$ cat config.mk
export PLATFORM = sky130hd
export DESIGN_NAME = nor_flash_read_ctrl
export DESIGN_NICKNAME = d
export VERILOG_FILES = /design/src/rtl/nor_flash_read_ctrl.sv
export SDC_FILE = /design/constraint.sdc
export NUM_CORES = 1
export LEC_CHECK = 0
export CAP_MARGIN = 0
export CORE_MARGIN = 8
export CORE_UTILIZATION = 45
export CTS_BUF_LIST = sky130_fd_sc_hd__clkbuf_8
export CTS_CLUSTER_DIAMETER = 200
export CTS_CLUSTER_SIZE = 28
export DETAILED_ROUTE_END_ITERATION = 7
export PLACE_DENSITY = 0.7
export SETUP_SLACK_MARGIN = 0.4
export SLEW_MARGIN = 20
export SYNTH_ARGS = -nofsm -noshare
export SYNTH_HDL_FRONTEND = slang
export SYNTH_SLANG_ARGS = --single-unit
$ cat constraint.sdc
create_clock -name iCLOCK -period 2.7 [get_ports iCLOCK]
set_clock_uncertainty 0.1 [all_clocks]
set_input_delay 0.27 -clock iCLOCK [delete_from_list [all_inputs] [get_ports iCLOCK]]
set_output_delay 0.27 -clock iCLOCK [all_outputs]
set_load 0.05 [all_outputs]
$ cat src/rtl/nor_flash_read_ctrl.sv
// nor_flash_read_ctrl
//   Read-only controller for an x8 asynchronous parallel NOR flash. Accepts
//   byte-address read requests, runs the flash pins with programmable access
//   timing and buffers returned bytes in a show-ahead FIFO for the consumer.
//
// Optional feature macro: NOR_FLASH_PAGE_MODE_EN
//   When defined, a request to the same 8-byte page as the access being
//   latched is accepted in the LATCH cycle. CE/OE stay low, RECOVER is skipped
//   and the shorter P_PAGE_WAIT timing is used. Undefined: every access is a
//   full random access followed by RECOVER.
//
// Ports
//   iCLOCK, inRESET          clock, async active-low reset
//   iRQ_REQ/oRQ_BUSY         request handshake (oRQ_BUSY combinational)
//   iRQ_ADDR                 byte address, sampled on acceptance
//   iRD_REQ/oRD_BUSY         FIFO pop / FIFO empty
//   oRD_DATA                 FIFO head (show-ahead)
//   oFLASH_ADDR, iFLASH_DQ   flash address / data
//   onFLASH_CE/OE/WE         chip, output, write enable (active-low)
//   onFLASH_RESET            flash reset (active-low)
//   onFLASH_WP, onFLASH_BYTE write protect and byte-mode straps
//   inFLASH_RY               flash ready/busy#, asynchronous
module nor_flash_read_ctrl #(
  parameter int unsigned P_ADDR_N     = 23,
  parameter int unsigned P_DATA_N     = 8,
  parameter int unsigned P_FIFO_DEPTH = 8,
  parameter int unsigned P_FIFO_PTR_N = 3,
  parameter int unsigned P_ACC_WAIT   = 7,
  parameter int unsigned P_RST_WAIT   = 32,
  parameter int unsigned P_PAGE_WAIT  = 3
) (
  input  logic                iCLOCK,
  input  logic                inRESET,
  input  logic                iRQ_REQ,
  output logic                oRQ_BUSY,
  input  logic [P_ADDR_N-1:0] iRQ_ADDR,
  input  logic                iRD_REQ,
  output logic                oRD_BUSY,
  output logic [P_DATA_N-1:0] oRD_DATA,
  output logic [P_ADDR_N-1:0] oFLASH_ADDR,
  input  logic [P_DATA_N-1:0] iFLASH_DQ,
  output logic                onFLASH_CE,
  output logic                onFLASH_OE,
  output logic                onFLASH_WE,
  output logic                onFLASH_RESET,
  output logic                onFLASH_WP,
  output logic                onFLASH_BYTE,
  input  logic                inFLASH_RY
);

  localparam int unsigned CNT_MAX0 = (P_RST_WAIT > P_ACC_WAIT) ? P_RST_WAIT : P_ACC_WAIT;
  localparam int unsigned CNT_MAX  = (CNT_MAX0 > P_PAGE_WAIT) ? CNT_MAX0 : P_PAGE_WAIT;
  localparam int unsigned CNT_N    = $clog2(CNT_MAX + 1);
  localparam int unsigned FCNT_N   = P_FIFO_PTR_N + 1;

  typedef enum logic [2:0] {
    S_INIT,
    S_IDLE,
    S_ACCESS,
    S_LATCH,
    S_RECOVER
  } state_t;

  state_t                  state_q;
  logic [CNT_N-1:0]        cnt_q;
  logic [P_ADDR_N-1:0]     addr_q;
  logic                    ce_n_q;
  logic                    oe_n_q;
  logic                    rst_n_q;
  logic                    ry_meta_q;
  logic                    ry_s_q;

  logic [P_DATA_N-1:0]     mem_q [P_FIFO_DEPTH];
  logic [P_FIFO_PTR_N-1:0] wr_ptr_q;
  logic [P_FIFO_PTR_N-1:0] rd_ptr_q;
  logic [FCNT_N-1:0]       fcnt_q;
  logic [FCNT_N-1:0]       fcnt_d;

  logic fifo_full_c;
  logic fifo_empty_c;
  logic push_c;
  logic pop_c;
  logic idle_ok_c;
  logic accept_c;

  // Static pin straps: never write, boot block protected, x8 mode.
  assign onFLASH_WE   = 1'b1;
  assign onFLASH_WP   = 1'b0;
  assign onFLASH_BYTE = 1'b0;

  assign oFLASH_ADDR   = addr_q;
  assign onFLASH_CE    = ce_n_q;
  assign onFLASH_OE    = oe_n_q;
  assign onFLASH_RESET = rst_n_q;

  assign fifo_full_c  = (fcnt_q == FCNT_N'(P_FIFO_DEPTH));
  assign fifo_empty_c = (fcnt_q == '0);
  assign push_c       = (state_q == S_LATCH);
  assign pop_c        = iRD_REQ && !fifo_empty_c;

  assign idle_ok_c = (state_q == S_IDLE) && !fifo_full_c && ry_s_q;

`ifdef NOR_FLASH_PAGE_MODE_EN
  logic page_ok_c;
  // Same-page follow-on: the FIFO must have room for this LATCH push plus the next one.
  assign page_ok_c = (state_q == S_LATCH) && iRQ_REQ && ry_s_q &&
                     (iRQ_ADDR[P_ADDR_N-1:3] == addr_q[P_ADDR_N-1:3]) &&
                     (fcnt_q < FCNT_N'(P_FIFO_DEPTH - 1));
  assign oRQ_BUSY  = !(idle_ok_c || page_ok_c);
`else
  assign oRQ_BUSY  = !idle_ok_c;
`endif

  assign accept_c = iRQ_REQ && !oRQ_BUSY;

  assign oRD_BUSY = fifo_empty_c;
  assign oRD_DATA = mem_q[rd_ptr_q];

  // Ready/busy# synchroniser.
  always_ff @(posedge iCLOCK or negedge inRESET) begin
    if (!inRESET) begin
      ry_meta_q <= 1'b0;
      ry_s_q    <= 1'b0;
    end else begin
      ry_meta_q <= inFLASH_RY;
      ry_s_q    <= ry_meta_q;
    end
  end

  // Access sequencer and flash pin registers.
  always_ff @(posedge iCLOCK or negedge inRESET) begin
    if (!inRESET) begin
      state_q <= S_INIT;
      cnt_q   <= CNT_N'(P_RST_WAIT);
      addr_q  <= '0;
      ce_n_q  <= 1'b1;
      oe_n_q  <= 1'b1;
      rst_n_q <= 1'b0;
    end else begin
      case (state_q)
        S_INIT: begin
          // Flash reset pulse spans exactly P_RST_WAIT cycles after release.
          if (cnt_q <= CNT_N'(1)) begin
            cnt_q   <= '0;
            rst_n_q <= 1'b1;
            state_q <= S_IDLE;
          end else begin
            cnt_q <= cnt_q - CNT_N'(1);
          end
        end
        S_IDLE: begin
          if (accept_c) begin
            addr_q  <= iRQ_ADDR;
            ce_n_q  <= 1'b0;
            oe_n_q  <= 1'b0;
            cnt_q   <= CNT_N'(P_ACC_WAIT - 1);
            state_q <= S_ACCESS;
          end
        end
        S_ACCESS: begin
          if (cnt_q == '0) begin
            state_q <= S_LATCH;
          end else begin
            cnt_q <= cnt_q - CNT_N'(1);
          end
        end
        S_LATCH: begin
`ifdef NOR_FLASH_PAGE_MODE_EN
          if (accept_c) begin
            addr_q  <= iRQ_ADDR;
            cnt_q   <= CNT_N'(P_PAGE_WAIT - 1);
            state_q <= S_ACCESS;
          end else begin
            ce_n_q  <= 1'b1;
            oe_n_q  <= 1'b1;
            state_q <= S_RECOVER;
          end
`else
          ce_n_q  <= 1'b1;
          oe_n_q  <= 1'b1;
          state_q <= S_RECOVER;
`endif
        end
        S_RECOVER: begin
          state_q <= S_IDLE;
        end
        default: begin
          state_q <= S_INIT;
        end
      endcase
    end
  end

  // FIFO occupancy: simultaneous push and pop leaves the count unchanged.
  always_comb begin
    fcnt_d = fcnt_q;
    case ({push_c, pop_c})
      2'b10:   fcnt_d = fcnt_q + FCNT_N'(1);
      2'b01:   fcnt_d = fcnt_q - FCNT_N'(1);
      default: fcnt_d = fcnt_q;
    endcase
  end

  // FIFO storage and pointers; reset flushes contents so the empty head reads 0.
  always_ff @(posedge iCLOCK or negedge inRESET) begin
    if (!inRESET) begin
      wr_ptr_q <= '0;
      rd_ptr_q <= '0;
      fcnt_q   <= '0;
      for (int i = 0; i < int'(P_FIFO_DEPTH); i++) begin
        mem_q[i] <= '0;
      end
    end else begin
      fcnt_q <= fcnt_d;
      if (push_c) begin
        mem_q[wr_ptr_q] <= iFLASH_DQ;
        wr_ptr_q <= (wr_ptr_q == P_FIFO_PTR_N'(P_FIFO_DEPTH - 1)) ? '0
                                                                  : wr_ptr_q + P_FIFO_PTR_N'(1);
      end
      if (pop_c) begin
        rd_ptr_q <= (rd_ptr_q == P_FIFO_PTR_N'(P_FIFO_DEPTH - 1)) ? '0
                                                                  : rd_ptr_q + P_FIFO_PTR_N'(1);
      end
    end
  end

endmodule
==> metrics.md, run 1 <==
| Metric | Value |
|---|---|
| Adder-cell share of the synthesized area | 0.0259 |
| Critical path start-end classification | flop to primary output |
| Mapped Cells | 354 |
| GRT Overall Usage | 0.151 |
| Post-synthesis mux area share | 0.291 |
| DR top layer | met4 |
| Setup TNS | 0 ns |
| Core Region | 11300 um2 |
| Netlist cell types | 52 |
| Per-cell routed wire length | 18.6 um |
| Status | complete, no violations |
| Compound-gate portion of the synthesized area | 0.0360 |
| Layout cell share with drive strength beyond 1 | 0.409 |
| Layout area overhead | 24.9% |
| First-pass GRT wire length | 17.5 mm |
| Met2 routed WL | 5.50 mm |
| Number of diodes | 0 |
| DRC | 0 |
| Peak supply drop | 0.000651 V |
| Worst Path Arrival | 1.99 ns |
| H-Tree Depth | 3 |
| Initial core utilization | 0.454 |
| Clock Latency Late Sink | 0.38 ns |
| Worst-path fanout max | 5 |
| Post-DP Area | 6010 um2 |
| DIE HEIGHT | 123 um |
| Post-synthesis instance area | 5120 um2 |
| # rows | 39 |
| Critical path required time | 2.33 ns |
| DRT Pass-1 Iters | 4 |
| Most common flop cell mapped by yosys | dfrtp_1 |
| Period minus WS final | 2.36 ns |
| RSZ-0062 raised after global routing | yes |
| Largest family of logic cells by synthesized area | multiplexers |
| Post-synthesis xor/xnor area fraction | 0.00514 |
| Final hold vios | 0 |
| WL final | 10.9 mm |
| Initial DRC Count | 157 |
| Final setup vio count | 0 |
| Simple-Gate Fraction of Synth Area | 0.0761 |
| Placed cells | 559 |
| Antenna violations before repair | 0 |
| Seq/Total Area, Yosys | 0.539 |
| R2r setup slk | 0.47 ns |
| CTS tree | done |
| Async SR Flop Fraction | 1.00 |
| Final Non-Filler Cells | 583 |
| CP peak stage delay | 0.51 ns |
| DIE WIDTH | 123 um |
| Worst path bufs/invs | 2 |
| DR WL met3 | 393 um |
| Syn. warnings | 0 |
| HP Class | input port to flop |
| Final WS setup | 0.340 ns |
| Number of synthesized flops with an enable pin | 0 |
| Fmax | 424 MHz |
| Crit path capture type | primary output |
| Critical Path Start Type | flop |
| Critical path cell sequence | clkbuf_16 -> mux4_2 -> mux2_2 -> buf_6 |
| Number of global-route vias before repair | 3226 |
| Clock slew at reported path FFs | 0.10 ns |
| Worst-margin pin slew | 0.697 ns |
| TritonCTS Sinks | 110 |
| GRT Residual Overflow | 0 |
| Final core occ | 0.567 |
| IO Count | 75 |
| M1 WL | 4.84 mm |
| Leak | 0.00282 uW |
| Vias per std cell | 5.36 |
| Pin count of the biggest net entering global routing | 61 |
| Slowest stage cell on the critical path | mux4_2 |
| Fin area | 6390 um2 |
| Final slew viol count | 0 |
| CTS Buffer Depth | 2 |
| Nets | 481 |
| Syn_area_per_cell | 14.5 um2 |
| Number of synthesized register bits | 110 |
| Die area | 15000 um2 |
| Routability cong. | 0.792 |
| Clock Root Buffer | clkbuf_8 |
| Cell family with most CP delay | multiplexers |
| Slew HR | 0.529 |
| Antenna viol nets, final | 0 |
| P per Cell Area | 1180 nW/um2 |
| DP Worst Slack | 0.386 ns |
| Vias | 3126 |
| Maxcap violations | 0 |
| Tcrit/Tclk final | 0.874 |
| TritonCTS buffer count | 9 |
| I/O Buffers | 71 |
| Dpl hpwl | 7.32 mm |
==> power by group <==
group	internal, uW	switching (uW)	leakage, uW
Combinational	1810	2030	0.00134
Clock	442	585	0.000104
Sequential	2210	474	0.00137
Total	4460	3090	0.00282
==> cells by family (layout without fill, tap and decap cells) <==
group / Yosys count / after routing
AO/OA/AOI/OAI: 29 / 29
XOR/XNOR: 3 / 3
adder cells (fa/ha/maj): 10 / 10
buffers and inverters: 27 / 112
flip-flops: 110 / 110
multiplexers: 116 / 116
other: 2 / 3
AND/OR/NAND/NOR: 57 / 57
==> layout by cell type (no fill, tap or decap), types with 9 or more instances in the layout <==
master | synthesis | layout
dfrtp_1 | 108 | 105
inv_1 | 10 | 10
buf_4 | 8 | 10
mux4_2 | 16 | 16
nand2_1 | 10 | 10
a31oi_1 | 10 | 10
mux2_2 | 97 | 91
clkdlybuf4s50_1 | 0 | 60
clkbuf_8 | 0 | 9
==> synthesized netlist by cell type, drive strengths merged (2+ instances only) <==
cell | count | area [um2]
inv | 11 | 41.3
a21oi | 5 | 25.0
nand3b | 3 | 30.0
mux4 | 16 | 360
nor3b | 5 | 58.8
clkbuf | 5 | 18.8
conb | 2 | 7.51
xnor2 | 2 | 17.5
dfrtp | 108 | 2700
mux2i | 2 | 20.0
nor3 | 8 | 51.3
or2b | 2 | 15.0
ha | 9 | 113
mux2 | 98 | 1110
o21ai | 6 | 30.0
a21o | 3 | 22.5
nand3 | 6 | 30.0
buf | 11 | 73.8
a31oi | 10 | 62.6
nor2 | 7 | 31.3
dfstp | 2 | 52.6
nand2 | 11 | 48.8
or3 | 4 | 36.3
and3b | 2 | 21.3
nor2b | 2 | 12.5
==> layer usage <==
metal | vias up | global-route usage
li1 | 1458 | -
met1 | 1617 | 0.194
met2 | 44 | 0.245
met3 | 7 | 0.0419
met4 | 0 | 0.0503
met5 | - | 0
==> final timing paths <==
| check | from | to | depth (start not counted) |
|---|---|---|---|
| setup reg to reg | fcnt_q[1] | fcnt_q[3] | 9 |
| max in group asynchronous | inRESET | mem_q[17] | 3 |
| min in group asynchronous | inRESET | oFLASH_ADDR[20] | 2 |
| hold / removal | inFLASH_RY | ry_meta_q | 1 |
| setup / recovery | rd_ptr_q[0] | oRD_DATA[4] | 4 |
| hold reg to reg | ry_meta_q | ry_s_q | 0 |
==> cell type report <==
class                      instances  area, um2
clock buffer                       9        124
clock inverter                     7       83.8
fill                             922       4880
inverter                          11       41.3
multi-input combinational        218       2310
sequential                       110       2760
tap                              143        179
timing repair buffer              85        895
==> sequential cells by signal, summed over array words and instances, names as in the netlist <==
signal / flops
cnt_q: 6
fcnt_q: 4
mem_q: 64
oFLASH_ADDR: 23
onFLASH_OE: 1
onFLASH_RESET: 1
rd_ptr_q: 3
ry_meta_q: 1
ry_s_q: 1
state_q: 3
wr_ptr_q: 3
==> metrics by stage <==
step                      total power [uW]  hold slack, ns
after detailed placement              6240           0.242
final                                 7550           0.221
after global placement                6110           0.233
after global routing                  7950           0.194
after CTS                             7310           0.191
after floorplan                       5180          -0.126
==> timing repair <==
item | 4_1_cts | 5_1_grt
setup buffers | 0 | 5
gates cloned | 0 | 2
hold buffers | 1 | 0
pin swaps | 0 | 1
setup endpoints to repair | 10 | 10
hold endpoints to repair | 48 | 0
gates resized for setup | 7 | 22
No activity file was read; power rests on OpenSTA's default activity.
==> run 2: changes to the inputs <==
--- a/config.mk
+++ b/config.mk
@@ -14,7 +14,6 @@
 export DETAILED_ROUTE_END_ITERATION = 7
 export PLACE_DENSITY = 0.7
 export SETUP_SLACK_MARGIN = 0.4
-export SLEW_MARGIN = 20
 export SYNTH_ARGS = -nofsm -noshare
 export SYNTH_HDL_FRONTEND = slang
 export SYNTH_SLANG_ARGS = --single-unit
==> results of run 2 <==
Same layout as run 1: the final DEF is identical, and so are final timing and power.
==> run 3: changes to the inputs <==
--- a/config.mk
+++ b/config.mk
@@ -6,12 +6,14 @@
 export NUM_CORES = 1
 export LEC_CHECK = 0
 export CAP_MARGIN = 0
+export CORE_ASPECT_RATIO = 0.9
 export CORE_MARGIN = 8
 export CORE_UTILIZATION = 45
 export CTS_BUF_LIST = sky130_fd_sc_hd__clkbuf_8
 export CTS_CLUSTER_DIAMETER = 200
 export CTS_CLUSTER_SIZE = 28
 export DETAILED_ROUTE_END_ITERATION = 7
+export HOLD_SLACK_MARGIN = 0.1
 export PLACE_DENSITY = 0.7
 export SETUP_SLACK_MARGIN = 0.4
 export SYNTH_ARGS = -nofsm -noshare
==> metrics.md, run 3 (same netlist as run 1, synthesis figures left out) <==
| Metric | Value |
|---|---|
| Status | complete, no violations |
| Critical path required time | 2.33 ns |
| Pin count of the biggest net entering global routing | 47 |
| Initial core utilization | 0.455 |
| Largest register by flop count | mem_q |
| H-Tree Depth | 3 |
| Antenna viol nets, final | 0 |
| Layout cell share with drive strength beyond 1 | 0.421 |
| Critical Path Start Type | flop |
| Clock slew at reported path FFs | 0.11 ns |
| Multi-input logic area | 2300 um2 |
| Core Region | 11200 um2 |
| Number of diodes | 0 |
| Crit path capture type | primary output |
| Final-layout fill cell count | 906 |
| Initial DRC Count | 155 |
| GRT Residual Overflow | 0 |
| Commonest non-fill, non-tap cells in the layout | dfrtp_1 (105), mux2_2 (95), clkdlybuf4s50_1 (60) |
| Slew HR | 0.528 |
| Critical path start-end classification | flop to primary output |
| Period minus WS final | 2.35 ns |
| Final slew viol count | 0 |
| Register area | 2760 um2 |
| TritonCTS buffer count | 9 |
| Maxcap violations | 0 |
| Nets | 485 |
| TritonCTS Sinks | 110 |
| CTS Buffer Depth | 2 |
| Max reg flops | 64 |
| DIE WIDTH | 128 um |
| Dpl hpwl | 7.34 mm |
| Setup TNS | 0 ns |
| GRT Overall Usage | 0.152 |
| Die area | 15000 um2 |
| Antenna violations before repair | 0 |
| DIE HEIGHT | 117 um |
| DRC | 0 |
| Number of global-route vias before repair | 3394 |
| Clock Latency Late Sink | 0.37 ns |
| Most common cell after layout, fill and taps aside | dfrtp_1 |
| P per Cell Area | 1150 nW/um2 |
| Clock Root Buffer | clkbuf_8 |
| Final Non-Filler Cells | 600 |
| Final setup vio count | 0 |
| IO Count | 75 |
| # rows | 37 |
| Worst Path Arrival | 1.98 ns |
| DRT Pass-1 Iters | 4 |
| Placed cells | 574 |
| Peak supply drop | 0.000643 V |
| HP Class | input port to flop |
| First-pass GRT wire length | 17.6 mm |
| Worst-path fanout max | 8 |
| I/O Buffers | 71 |
| Layout area overhead | 25.1% |
| Leak | 0.00282 uW |
| Tcrit/Tclk final | 0.869 |
| Vias per std cell | 5.30 |
| WL final | 10.6 mm |
| Routability cong. | 0.798 |
| Worst-margin pin slew | 0.698 ns |
| Per-cell routed wire length | 17.7 um |
| Vias | 3178 |
| CTS tree | done |
| Final hold vios | 0 |
| RSZ-0062 raised after global routing | yes |
| R2r setup slk | 0.50 ns |
| Fmax | 426 MHz |
-- run 3: changes by cell type in the layout (fill, tap and decap cells not counted), sizes merged --
cell / before / now
clkinv: 2 / 5
inv: 14 / 13
bufinv: 1 / 0
buf: 21 / 24
clkbuf: 11 / 12
clkinvlp: 1 / 0
-- run 3: path summary, 6_finish.rpt --
check	from	endpoint	cells after the start
max in group asynchronous	inRESET	rd_ptr_q[0]	3
worst max register to register	fcnt_q[2]	fcnt_q[3]	9
min in group asynchronous	inRESET	oFLASH_ADDR[13]	2
worst min register to register	ry_meta_q	ry_s_q	0
worst max-delay path	rd_ptr_q[0]	oRD_DATA[4]	4
worst min-delay path	inFLASH_RY	ry_meta_q	1
-- run 3: cell type report --
type	instances	share of cell area
Clock buffer	9	0.0194
Clock inverter	7	0.0106
Inverter	11	0.00684
Multi-Input combinational cell	218	0.360
Sequential cell	110	0.431
Tap cell	156	0.0305
Timing Repair Buffer	89	0.142
-- run 3: routing by layer --
metal  global-route usage  vias to the layer above  wire length [um]
met2                0.255                       45              5200
met4               0.0498                        0               125
li1                     -                     1480                 -
met1                0.190                     1644              4880
met3               0.0389                        9               405
met5                    0                        -                 0
-- run 3: repair_timing --
action / in CTS / in global routing
resized for setup: 10 / 14
pin swaps: 0 / 0
hold buffers: 1 / 0
endpoints found under the hold margin: 42 / 0
buffers inserted: 1 / 6
endpoints found under the setup margin: 11 / 16
gates cloned: 1 / 1
-- run 3: power by group --
| part | internal [uW] | switching [uW] |
|---|---|---|
| sequential | 2210 | 459 |
| combinational | 1750 | 2010 |
| clock | 357 | 582 |
| total | 4310 | 3050 |
-- run 3: critical path, stage by stage (launching register included) --
cell	delay, ns
dfrtp_2	0.47
clkbuf_16	0.21
mux4_2	0.49
mux2_2	0.28
buf_6	0.15
-- run 3: stage by stage --
stage	util	hold WS [ns]	total power, uW	cell area (um2)	setup slack, ns
finish	0.569	0.219	7360	6400	0.354
CTS	0.560	0.197	7300	6300	0.250
global placement	0.537	0.212	6130	6040	0.400
floorplan	-	-0.126	5180	5170	0.0871
detailed placement	0.537	0.219	6220	6040	0.391
global route	0.569	0.201	7790	6400	0.259
